### config.mk
export PLATFORM = sky130hd
export DESIGN_NAME = i2c_slave_flat
export DESIGN_NICKNAME = d
export VERILOG_FILES = /design/src/rtl/i2c_pkg.sv /design/src/rtl/i2c_slave_if.sv /design/src/rtl/i2c_sync_edge.sv /design/src/rtl/i2c_slave.sv /design/src/flat_wrapper.sv
export SDC_FILE = /design/constraint.sdc
export NUM_CORES = 1
export LEC_CHECK = 0
export ABC_AREA = 1
export CORE_MARGIN = 4
export CORE_UTILIZATION = 30
export DETAILED_ROUTE_END_ITERATION = 6
export MAX_ROUTING_LAYER = met4
export PLACE_DENSITY = 0.54
export SYNTH_ARGS = -nofsm -noshare
export SYNTH_HDL_FRONTEND = slang
export SYNTH_SLANG_ARGS = --single-unit
### constraint.sdc
create_clock -name clk -period 2.85 [get_ports clk]
set_clock_uncertainty 0.15 [all_clocks]
set_input_delay 0.285 -clock clk [delete_from_list [all_inputs] [get_ports clk]]
set_output_delay 0.285 -clock clk [all_outputs]
set_load 0.02 [all_outputs]
### src/rtl/i2c_pkg.sv
// Shared definitions for the I2C target: FSM state encoding and bus-width constants.
package i2c_pkg;

    localparam int I2C_ADDR_W        = 7;
    localparam int I2C_DATA_W        = 8;
    localparam int I2C_BITS_PER_BYTE = 8;

    typedef enum logic [2:0] {
        IDLE,
        ADDR,
        ADDR_ACK,
        WR_BYTE,
        WR_ACK,
        RD_BYTE,
        RD_ACK,
        WAIT_STOP
    } i2c_slv_state_t;

endpackage

### src/rtl/i2c_slave_if.sv
// Bus and byte-level signal bundle for the I2C target.
// sda is the resolved open-drain line value as seen on the wire. The target never
// drives it directly; en_sda is its pull-down enable (line = en_sda ? 0 : released),
// and the owner of the wire resolves all pull-downs against the pull-up.
interface i2c_slave_if;

    logic                            scl;
    wire                             sda;
    logic                            en_sda;
    logic [i2c_pkg::I2C_DATA_W-1:0]  rx_data;
    logic                            rx_valid;
    logic [i2c_pkg::I2C_DATA_W-1:0]  tx_data;
    logic                            tx_req;
    logic                            rw;
    logic                            busy;

    modport slave (
        input  scl,
        input  sda,
        output en_sda,
        output rx_data,
        output rx_valid,
        input  tx_data,
        output tx_req,
        output rw,
        output busy
    );

    modport master (
        output scl,
        input  sda,
        input  en_sda,
        input  rx_data,
        input  rx_valid,
        output tx_data,
        input  tx_req,
        input  rw,
        input  busy
    );

endinterface

### src/rtl/i2c_sync_edge.sv
// Input conditioner for one I2C line: synchronizer chain, optional glitch filter
// (macro I2C_GLITCH_FILTER_EN: 3-sample majority, +1 clk latency, rejects 1-clk pulses),
// and rise/fall strobes derived from the conditioned level.
module i2c_sync_edge #(
    parameter int SYNC_STAGES = 2
) (
    input  logic clk,
    input  logic rst_n,
    input  logic din,
    output logic level,
    output logic rise,
    output logic fall
);

    logic [SYNC_STAGES-1:0] sync;
    logic                   clean;
    logic                   prev;

    // Metastability chain; resets high because an idle I2C line is pulled up.
    always_ff @(posedge clk or negedge rst_n) begin
        if (!rst_n) sync <= '1;
        else        sync <= {sync[SYNC_STAGES-2:0], din};
    end

`ifdef I2C_GLITCH_FILTER_EN
    logic [1:0] hist;

    // Two-deep history of synced samples feeding the majority vote.
    always_ff @(posedge clk or negedge rst_n) begin
        if (!rst_n) hist <= '1;
        else        hist <= {hist[0], sync[SYNC_STAGES-1]};
    end

    assign clean = (sync[SYNC_STAGES-1] & hist[0]) |
                   (sync[SYNC_STAGES-1] & hist[1]) |
                   (hist[0] & hist[1]);
`else
    assign clean = sync[SYNC_STAGES-1];
`endif

    // Previous conditioned sample, used to form the edge strobes.
    always_ff @(posedge clk or negedge rst_n) begin
        if (!rst_n) prev <= 1'b1;
        else        prev <= clean;
    end

    assign level = clean;
    assign rise  = clean & ~prev;
    assign fall  = ~clean & prev;

endmodule

### src/rtl/i2c_slave.sv
// I2C target with 7-bit addressing: detects START/STOP on oversampled SCL/SDA,
// ACKs its own address, receives write bytes and transmits read bytes.
// Macro I2C_GLITCH_FILTER_EN enables the majority glitch filter in i2c_sync_edge.
module i2c_slave
    import i2c_pkg::*;
#(
    parameter logic [I2C_ADDR_W-1:0] SLAVE_ADDR  = 7'h10,
    parameter int                    SYNC_STAGES = 2
) (
    input  logic        clk,
    input  logic        rst_n,
    i2c_slave_if.slave  bus
);

    localparam logic [3:0] LAST_BIT  = 4'(I2C_BITS_PER_BYTE - 1);
    localparam logic [3:0] FULL_BYTE = 4'(I2C_BITS_PER_BYTE);

    logic scl_lvl, scl_rise, scl_fall;
    logic sda_lvl, sda_rise, sda_fall;
    logic start_det, stop_det, addr_match, load_tx;

    i2c_slv_state_t          state, state_nx;
    logic [3:0]              cnt, cnt_nx;
    logic [I2C_DATA_W-1:0]   shift, shift_nx, shifted_in;
    logic [I2C_DATA_W-1:0]   rx_data_q, rx_data_nx;
    logic                    en_q, en_nx, rx_valid_q, rx_valid_nx;
    logic                    tx_req_q, tx_req_nx, rw_q, rw_nx, busy_q, busy_nx;

    i2c_sync_edge #(.SYNC_STAGES(SYNC_STAGES)) u_scl (
        .clk(clk), .rst_n(rst_n), .din(bus.scl),
        .level(scl_lvl), .rise(scl_rise), .fall(scl_fall)
    );

    i2c_sync_edge #(.SYNC_STAGES(SYNC_STAGES)) u_sda (
        .clk(clk), .rst_n(rst_n), .din(bus.sda),
        .level(sda_lvl), .rise(sda_rise), .fall(sda_fall)
    );

    assign start_det  = sda_fall & scl_lvl;
    assign stop_det   = sda_rise & scl_lvl;
    assign shifted_in = {shift[I2C_DATA_W-2:0], sda_lvl};
    // Address 0 (general call) can never match, whatever SLAVE_ADDR is set to.
    assign addr_match = (shifted_in[7:1] == SLAVE_ADDR) && (shifted_in[7:1] != '0);

    // State and output registers; reset releases SDA immediately.
    always_ff @(posedge clk or negedge rst_n) begin
        if (!rst_n) begin
            state      <= IDLE;
            cnt        <= '0;
            shift      <= '0;
            en_q       <= 1'b0;
            rx_data_q  <= '0;
            rx_valid_q <= 1'b0;
            tx_req_q   <= 1'b0;
            rw_q       <= 1'b0;
            busy_q     <= 1'b0;
        end else begin
            state      <= state_nx;
            cnt        <= cnt_nx;
            shift      <= shift_nx;
            en_q       <= en_nx;
            rx_data_q  <= rx_data_nx;
            rx_valid_q <= rx_valid_nx;
            tx_req_q   <= tx_req_nx;
            rw_q       <= rw_nx;
            busy_q     <= busy_nx;
        end
    end

    // Next-state logic: bus conditions first, then per-state bit processing on SCL edges.
    always_comb begin
        state_nx    = state;
        cnt_nx      = cnt;
        shift_nx    = shift;
        en_nx       = en_q;
        rx_data_nx  = rx_data_q;
        rx_valid_nx = 1'b0;
        tx_req_nx   = 1'b0;
        rw_nx       = rw_q;
        busy_nx     = busy_q;
        load_tx     = 1'b0;

        if (stop_det) begin
            state_nx = IDLE;
            cnt_nx   = '0;
            en_nx    = 1'b0;
            busy_nx  = 1'b0;
        end else if (start_det) begin
            state_nx = ADDR;
            cnt_nx   = '0;
            en_nx    = 1'b0;
            busy_nx  = 1'b0;
        end else begin
            unique case (state)
                IDLE: ;
                ADDR: begin
                    if (scl_rise && cnt < FULL_BYTE) begin
                        shift_nx = shifted_in;
                        cnt_nx   = cnt + 4'd1;
                        if (cnt == LAST_BIT) begin
                            if (addr_match) begin
                                rw_nx     = sda_lvl;
                                busy_nx   = 1'b1;
                                tx_req_nx = sda_lvl;
                            end else begin
                                state_nx  = WAIT_STOP;
                            end
                        end
                    end else if (scl_fall && cnt == FULL_BYTE) begin
                        en_nx    = 1'b1;
                        state_nx = ADDR_ACK;
                    end
                end
                ADDR_ACK: begin
                    if (scl_fall) begin
                        en_nx    = 1'b0;
                        cnt_nx   = '0;
                        state_nx = WR_BYTE;
                        load_tx  = rw_q;
                    end
                end
                WR_BYTE: begin
                    if (scl_rise && cnt < FULL_BYTE) begin
                        shift_nx = shifted_in;
                        cnt_nx   = cnt + 4'd1;
                        if (cnt == LAST_BIT) begin
                            rx_data_nx  = shifted_in;
                            rx_valid_nx = 1'b1;
                        end
                    end else if (scl_fall && cnt == FULL_BYTE) begin
                        en_nx    = 1'b1;
                        state_nx = WR_ACK;
                    end
                end
                WR_ACK: begin
                    if (scl_fall) begin
                        en_nx    = 1'b0;
                        cnt_nx   = '0;
                        state_nx = WR_BYTE;
                    end
                end
                RD_BYTE: begin
                    if (scl_fall) begin
                        if (cnt == FULL_BYTE) begin
                            en_nx    = 1'b0;
                            cnt_nx   = '0;
                            state_nx = RD_ACK;
                        end else begin
                            en_nx    = ~shift[I2C_DATA_W-1];
                            shift_nx = {shift[I2C_DATA_W-2:0], 1'b0};
                            cnt_nx   = cnt + 4'd1;
                        end
                    end
                end
                RD_ACK: begin
                    // cnt doubles as the "master acknowledged" flag while in this state.
                    if (scl_rise && cnt == '0) begin
                        if (sda_lvl) begin
                            state_nx = WAIT_STOP;
                            busy_nx  = 1'b0;
                        end else begin
                            tx_req_nx = 1'b1;
                            cnt_nx    = 4'd1;
                        end
                    end else if (scl_fall && cnt == 4'd1) begin
                        load_tx = 1'b1;
                    end
                end
                WAIT_STOP: en_nx = 1'b0;
                default:   state_nx = IDLE;
            endcase

            // A new read byte puts its MSB on the bus on the same SCL fall it is loaded.
            if (load_tx) begin
                en_nx    = ~bus.tx_data[I2C_DATA_W-1];
                shift_nx = {bus.tx_data[I2C_DATA_W-2:0], 1'b0};
                cnt_nx   = 4'd1;
                state_nx = RD_BYTE;
            end
        end
    end

    assign bus.en_sda   = en_q;
    assign bus.rx_data  = rx_data_q;
    assign bus.rx_valid = rx_valid_q;
    assign bus.tx_req   = tx_req_q;
    assign bus.rw       = rw_q;
    assign bus.busy     = busy_q;

endmodule

### src/flat_wrapper.sv
// flat-port wrapper written by rule: the top's interface ports become plain ports
module i2c_slave_flat import i2c_pkg::*;
#(
    parameter logic [I2C_ADDR_W-1:0] SLAVE_ADDR  = 7'h10,
    parameter int                    SYNC_STAGES = 2
)
  (clk, rst_n, bus_scl, bus_sda, bus_en_sda, bus_rx_data, bus_rx_valid, bus_tx_data, bus_tx_req, bus_rw, bus_busy);
  i2c_slave_if bus_i ();
  input  logic clk;
  input  logic rst_n;
  input wire logic [$bits(bus_i.scl)-1:0] bus_scl;
  input wire logic [$bits(bus_i.sda)-1:0] bus_sda;
  output wire logic [$bits(bus_i.en_sda)-1:0] bus_en_sda;
  output wire logic [$bits(bus_i.rx_data)-1:0] bus_rx_data;
  output wire logic [$bits(bus_i.rx_valid)-1:0] bus_rx_valid;
  input wire logic [$bits(bus_i.tx_data)-1:0] bus_tx_data;
  output wire logic [$bits(bus_i.tx_req)-1:0] bus_tx_req;
  output wire logic [$bits(bus_i.rw)-1:0] bus_rw;
  output wire logic [$bits(bus_i.busy)-1:0] bus_busy;
  assign bus_i.scl = bus_scl;
  assign bus_i.sda = bus_sda;
  assign bus_en_sda = bus_i.en_sda;
  assign bus_rx_data = bus_i.rx_data;
  assign bus_rx_valid = bus_i.rx_valid;
  assign bus_i.tx_data = bus_tx_data;
  assign bus_tx_req = bus_i.tx_req;
  assign bus_rw = bus_i.rw;
  assign bus_busy = bus_i.busy;
  i2c_slave #(.SLAVE_ADDR(SLAVE_ADDR), .SYNC_STAGES(SYNC_STAGES)) u_core (.clk(clk), .rst_n(rst_n), .bus(bus_i));
endmodule
# Word level (Yosys, flattened, before mapping)
# Cells that the tools add are included.
dict set report op_classes {
  add_sub_neg 1
  mul 0
  div_mod_pow 0
  n_lt_le_gt_ge 1
  eq_ne 33
  shifts 0
  mux 66
  n_bitwise 14
  n_reduce_logical 21
}
# op count
set op_table {}
lappend op_table {{2-to-1 mux 3 bit} 14}
lappend op_table {{2-to-1 mux 4 bit} 9}
lappend op_table {{!= test 5 x 1 -> 1 bit (second input constant)} 7}
lappend op_table {{2-to-1 mux 1 bit} 32}
lappend op_table {{2-to-1 mux 8 bit} 4}
lappend op_table {{AND reduction 6 bit} 4}
lappend op_table {{nonzero test 7 bit} 3}
lappend op_table {{!= test 4 x 1 -> 1 bit (second input constant)} 4}
lappend op_table {{case mux 4 bit (4 select lines)} 1}
lappend op_table {{case mux 8 bit (2 select lines)} 1}
lappend op_table {{case mux 3 bit (5 select lines)} 1}
lappend op_table {{== test 3 bit (second input constant)} 4}
lappend op_table {{!= test 6 x 4 -> 1 bit (second input constant)} 2}
lappend op_table {{AND reduction 11 bit} 1}
lappend op_table {{!= test 5 x 2 -> 1 bit (second input constant)} 2}
lappend op_table {{!= test 5 x 3 -> 1 bit (second input constant)} 2}
lappend op_table {{AND reduction 5 bit} 2}
lappend op_table {{NOT 1 bit} 8}
lappend op_table {{nonzero test 8 bit} 1}
lappend op_table {{== test 7 x 5 -> 1 bit (second input constant)} 1}
lappend op_table {{bitwise AND 1 bit} 6}
lappend op_table {{== test 3 x 2 -> 1 bit (second input constant)} 2}
lappend op_table {{!= test 3 x 1 -> 1 bit (second input constant)} 2}
lappend op_table {{!= test 6 x 1 -> 1 bit (second input constant)} 1}
lappend op_table {{other kinds (15)} 22}
dict set report totals {
  regBits 34
  latchBits 0
  ram_bits 0
  romBits 0
  out_inout_bits 13
  n_memories 0
}

# Longest topological paths before layout
dict set report logic_depth {
  depth_word 11
  mapped_depth 13
}

# By module
# A second synthesis with hierarchy kept.
dict set report hier_totals {
  hier_cells 267
  hier_area_um2 2140.8
}
# module instances cells_per_inst area_each_um2
set modules_own_cells {}
lappend modules_own_cells {i2c_slave 1 253 1953.1}
lappend modules_own_cells {i2c_sync_edge 2 7 93.8}

# Worst setup path before layout
# No wires, ideal clock.
dict set report synth_timing {
  path_type {reg2reg}
  startpoint {register u_core.cnt[0]}
  endpoint {register u_core.shift[6]}
  t_arrival_ps 1458
  required_ps 2582
  path_slack_ps 1125
  stages_incl_launch_ff 11
  synth_period_minus_slack_ps 1725
  cell_sequence {dfrtp_1 -> inv_1 -> ha_1 -> inv_1 -> nor2_1 -> nand2_1 -> a31oi_1 -> a21boi_4 -> buf_6 -> nand2_1 -> o21ai_2}
}
dict set report synth_via {
  elab_chain_cells 9
  word_cells_on_any_way 18
  cone_classes {order compare: 1; eq/ne: 5; mux: 6; reduce/logical: 6}
}
# element line
set synth_lines {}
lappend synth_lines {{start, declared} i2c_slave.sv:23} ;# logic [3:0] cnt, cnt_nx;
lappend synth_lines {{start signal, assigned} i2c_slave.sv:59} ;# cnt <= cnt_nx;
lappend synth_lines {{== test 4 x 1 -> 1 bit} i2c_slave.sv:165} ;# end else if (scl_fall && cnt == 4'd1) begin
lappend synth_lines {{logical AND 1 bit} i2c_slave.sv:165}
lappend synth_lines {{2-to-1 mux 1 bit} i2c_slave.sv:165}
lappend synth_lines {{2-to-1 mux 1 bit} i2c_slave.sv:157} ;# if (scl_rise && cnt == '0) begin
lappend synth_lines {{case mux 1 bit (2 select lines)} i2c_slave.sv:94} ;# unique case (state)
lappend synth_lines {{2-to-1 mux 1 bit} i2c_slave.sv:88} ;# end else if (start_det) begin
lappend synth_lines {{2-to-1 mux 1 bit} i2c_slave.sv:83} ;# if (stop_det) begin
lappend synth_lines {{!= test 3 x 1 -> 1 bit (no line), or another cell as far along} -}
lappend synth_lines {{AND reduction 6 bit (no line)} -}
lappend synth_lines {{end signal, assigned} i2c_slave.sv:60} ;# shift <= shift_nx;
lappend synth_lines {{end, declared} i2c_slave.sv:24} ;# logic [I2C_DATA_W-1:0] shift, shift_nx, shifted_in;
# Several ways; a longest one is shown, not always the timed one. The select of a mux whose other input is x is not followed.
# A chain may end at the register's enable or synchronous reset.

# Final worst setup path
dict set report layout_timing {
  startpoint {register u_core.u_sda.sync[1]}
  endpoint {register u_core.shift[5]}
}
dict set report layout_via {
  elab_chain_cells 5
  word_cells_on_any_way 8
  cone_classes {bitwise: 7; reduce/logical: 1}
}
# element line
set layout_lines {}
lappend layout_lines {{start, declared} i2c_sync_edge.sv:15} ;# logic [SYNC_STAGES-1:0] sync;
lappend layout_lines {{start signal, assigned} i2c_sync_edge.sv:22} ;# else sync <= {sync[SYNC_STAGES-2:0], din};
lappend layout_lines {{NOT 1 bit} i2c_sync_edge.sv:49} ;# assign fall = ~clean & prev;
lappend layout_lines {{bitwise AND 1 bit} i2c_sync_edge.sv:49}
lappend layout_lines {{bitwise AND 1 bit} i2c_slave.sv:39} ;# assign start_det = sda_fall & scl_lvl;
lappend layout_lines {{NOT 1 bit (no line)} -}
lappend layout_lines {{AND reduction 6 bit (no line) (*)} -}
# Every way passes the cells marked *; elsewhere a longest branch is shown, timed or not.

==> impl_metrics.csv <==
group,metric,value,unit
sta,tightestPinTransition,491,ps
global_route,antenna_found_initial,0,
sta,period_needed,2220,ps
pwr,switchingPower,874,µW
drt,viasPerCell,4.77,
clock_network,htreeDepth,2,
critical_path,r2r_setup_slack,630,ps
finish,final_cells,382,
pwr,comb_power_share,0.471,
synth,synth_seq_area_share,0.428,
sta,min_period_over_period,0.778,
synth,synth-edff-count,0,
critical_path,critPathCaptureType,"flip-flop",
synth,syn_avg_cell_area,7.19,µm²
floorplan,dieHeight,89.8,µm
synth,syn_inst,279,
floorplan,die_x,89.8,µm
finish,postLayoutCoreUtil,0.372,
critical_path,worstPathRequired,2850,ps
global_route,track_usage,0.131,
run,drv_cap,0,
global_route,first_global_vias,1781,
synth,ys_ff_latch,34,
synth,synth_fp_nets,294,
critical_path,critical_path.startpoint,"u_core.u_sda.sync[1]",
synth,synth_top_flop_cell,"dfrtp_1",
clock_network,clk-insertion-delay-late,280,ps
clock_network,cts.sinks,34,
drt,ant_nets,0,
synth,syn-cell-area,2010,µm²
floorplan,rows,29,
sta,finalSetupViolCount,0,
global_route,grt_first_pass_wirelength,8490,µm
clock_network,tritoncts,"yes",
critical_path,worst-setup-path-type,"flip-flop to flip-flop",
synth,yosysMostFrequentCell,"nand2_1",
finish,drive_gt1_frac,0.108,
synth,yosysTopAreaCell,"dfrtp_1",
clock_network,cts_made_buffers,5,
finish,final_nets,319,
sta,slew_viol_final,0,
pwr,p_total,1.98,mW
drt,via_count,1823,
finish,nFillCells,676,
synth,yosys.area.top_type_share,0.349,
clock_network,hold_buffers,0,
floorplan,coreArea,6420,µm²
run_status,status,"finished clean",
place,gp_congestion,0.906,
finish,diodes,0,
hold_path,min_from,"u_core.u_sda.sync[0]",
pwr,pwr-share-clk,0.183,
place,port_buffers,24,
drt,wl_per_cell,12.8,µm
global_route,grt_overflow,0,
sta,rsz0062_at_grt,"no",
pwr,power.leakage,1.16,nW
sta,setup_tns,0,ps
drt,first_pass_iters,4,
synth,synth.area.top_cells,"dfrtp_1 (35%), nand2_1 (16%), dfstp_2 (7.9%), nand3_1 (5.7%), o21ai_0 (5.7%)",
place,place_inst,374,
floorplan,die_area,8060,µm²
critical_path,timing.rr.start,"u_core.u_sda.sync[1]",
hold_path,holdCritPathClass,"flip-flop to flip-flop",
clock_network,post_cts_buffers,0,
drt,drt_iter0_markers,113,
critical_path,crit_arrival,2210,ps
sta,finalHoldViolations,0,
synth,synth.distinct_cells,27,
drt,drc,0,
clock_network,clock-root-buffer,"clkbuf_8",
pwr,p_per_area,828,nW/µm²
clock_network,cts_resized,0,
sta,slew_headroom,0.672,
clock_network,clockBufferDepth,2,
clock_network,clkTransAtPathRegs,70,ps
pwr,switching_share,0.441,
place,dp_hpwl,3720,µm
synth,synthTopCellsByCount,"nand2_1 (86), nor2_1 (30), inv_1 (29), dfrtp_1 (28)",
pwr,seqPwrFrac,0.345,
pwr,p_int,1.11,mW
pwr,peakVddDrop,307,µV
floorplan,pin_count,25,
drt,wirelength,4870,µm
critical_path,path_max_fanout,16,
synth,async_flop_share,1.00,
sta,max_freq,451,MHz
synth,synth_warnings,0,
floorplan,initial_core_util,0.312,
global_route,grt_max_degree,35,
critical_path,startpoint_type,"flip-flop",
finish,area_growth_syn_to_layout,19.2,%
power groups by stage:
stage          Sequential, mW  Clock (mW)  Combinational [mW]
2_1_floorplan           0.665           0               0.743
3_3_place_gp            0.691           0               0.941
3_5_place_dp            0.690           0               0.937
4_1_cts                 0.683       0.383               0.937
5_1_grt                 0.699       0.406                1.07
6_report                0.684       0.363               0.933
final cells by class:
class                           instances  area [µm²]  share of cell area
Clock buffer                            7        86.3              0.0361
Clock inverter                          1        5.00             0.00209
Inverter                               33         124              0.0518
Multi-Input combinational cell        204         966               0.404
Sequential cell                        34         858               0.359
Tap cell                               77        96.3              0.0403
Timing Repair Buffer                   26         255               0.107
cell usage in the layout (no fill, tap or decap):
cell	netlist	layout
nor2_2	5	5
a31oi_1	2	2
a21boi_4	1	1
a21oi_1	7	7
a211oi_1	1	1
nand3_1	23	23
nand4_1	2	2
nand3_2	1	1
inv_2	4	4
o21ai_2	2	2
xor2_1	1	1
nor2_1	30	30
buf_4	2	2
nor3_1	3	3
clkbuf_8	0	6
nand2_4	1	1
dfrtp_1	28	28
nand2_2	2	2
nor2_4	2	2
inv_1	29	29
nand3b_1	1	1
o21ai_0	23	23
o21ai_1	8	8
clkbuf_1	0	1
ha_1	3	3
dfstp_2	6	6
nand2_1	86	86
clkdlybuf4s50_1	0	24
clkinv_2	0	1
sequential cells by signal, indices dropped and copies added (netlist names), 2 cells and up:
register            cells
u_core.bus.rx_data      8
u_core.shift            8
u_core.cnt              4
u_core.state            3
u_core.u_scl.sync       2
u_core.u_sda.sync       2
through the flow:
step                worst slack [ps]  instance area, µm²  hold WS (ps)
floorplan                       1120                2010          -161
global route                     450                2390           214
CTS                              622                2390           211
global placement                 735                2300           198
detailed placement               641                2300           203
finish                           633                2390           207
path summary, 6_finish.rpt:
kind                                   endpoint  depth (start not counted)
setup / recovery                u_core.shift[5]                          6
hold / removal             u_core.u_sda.sync[1]                          0
setup reg to reg                u_core.shift[5]                          6
hold reg to reg            u_core.u_sda.sync[1]                          0
max in group asynchronous     u_core.u_sda.prev                          2
min in group asynchronous         u_core.bus.rw                          2
cells by family (layout without fill, tap and decap cells):
kind of cell,after synthesis,in the layout,share of synthesized area
buf+inv,41,67,0.0904
compound gates,44,44,0.123
simple gates,156,156,0.336
xor+xnor,1,1,0.00437
fa+ha+maj,3,3,0.0187
flops,34,34,0.428
layer usage:
metal	vias to the layer above	routed length, µm	track usage
li1	930	-	-
met1	862	2390	0.170
met2	22	2230	0.201
met3	9	157	0.0309
met4	0	94	0.0473
met5	-	0	-
critical path, stage by stage, from the launching register on:
cell and delay, ps:
dfstp_2 590, nor2_1 80, nor2_2 390, inv_2 170, a21oi_1 150, a21boi_4 400, o21ai_0 140
Note: power is estimated with default switching activity, not from simulation.
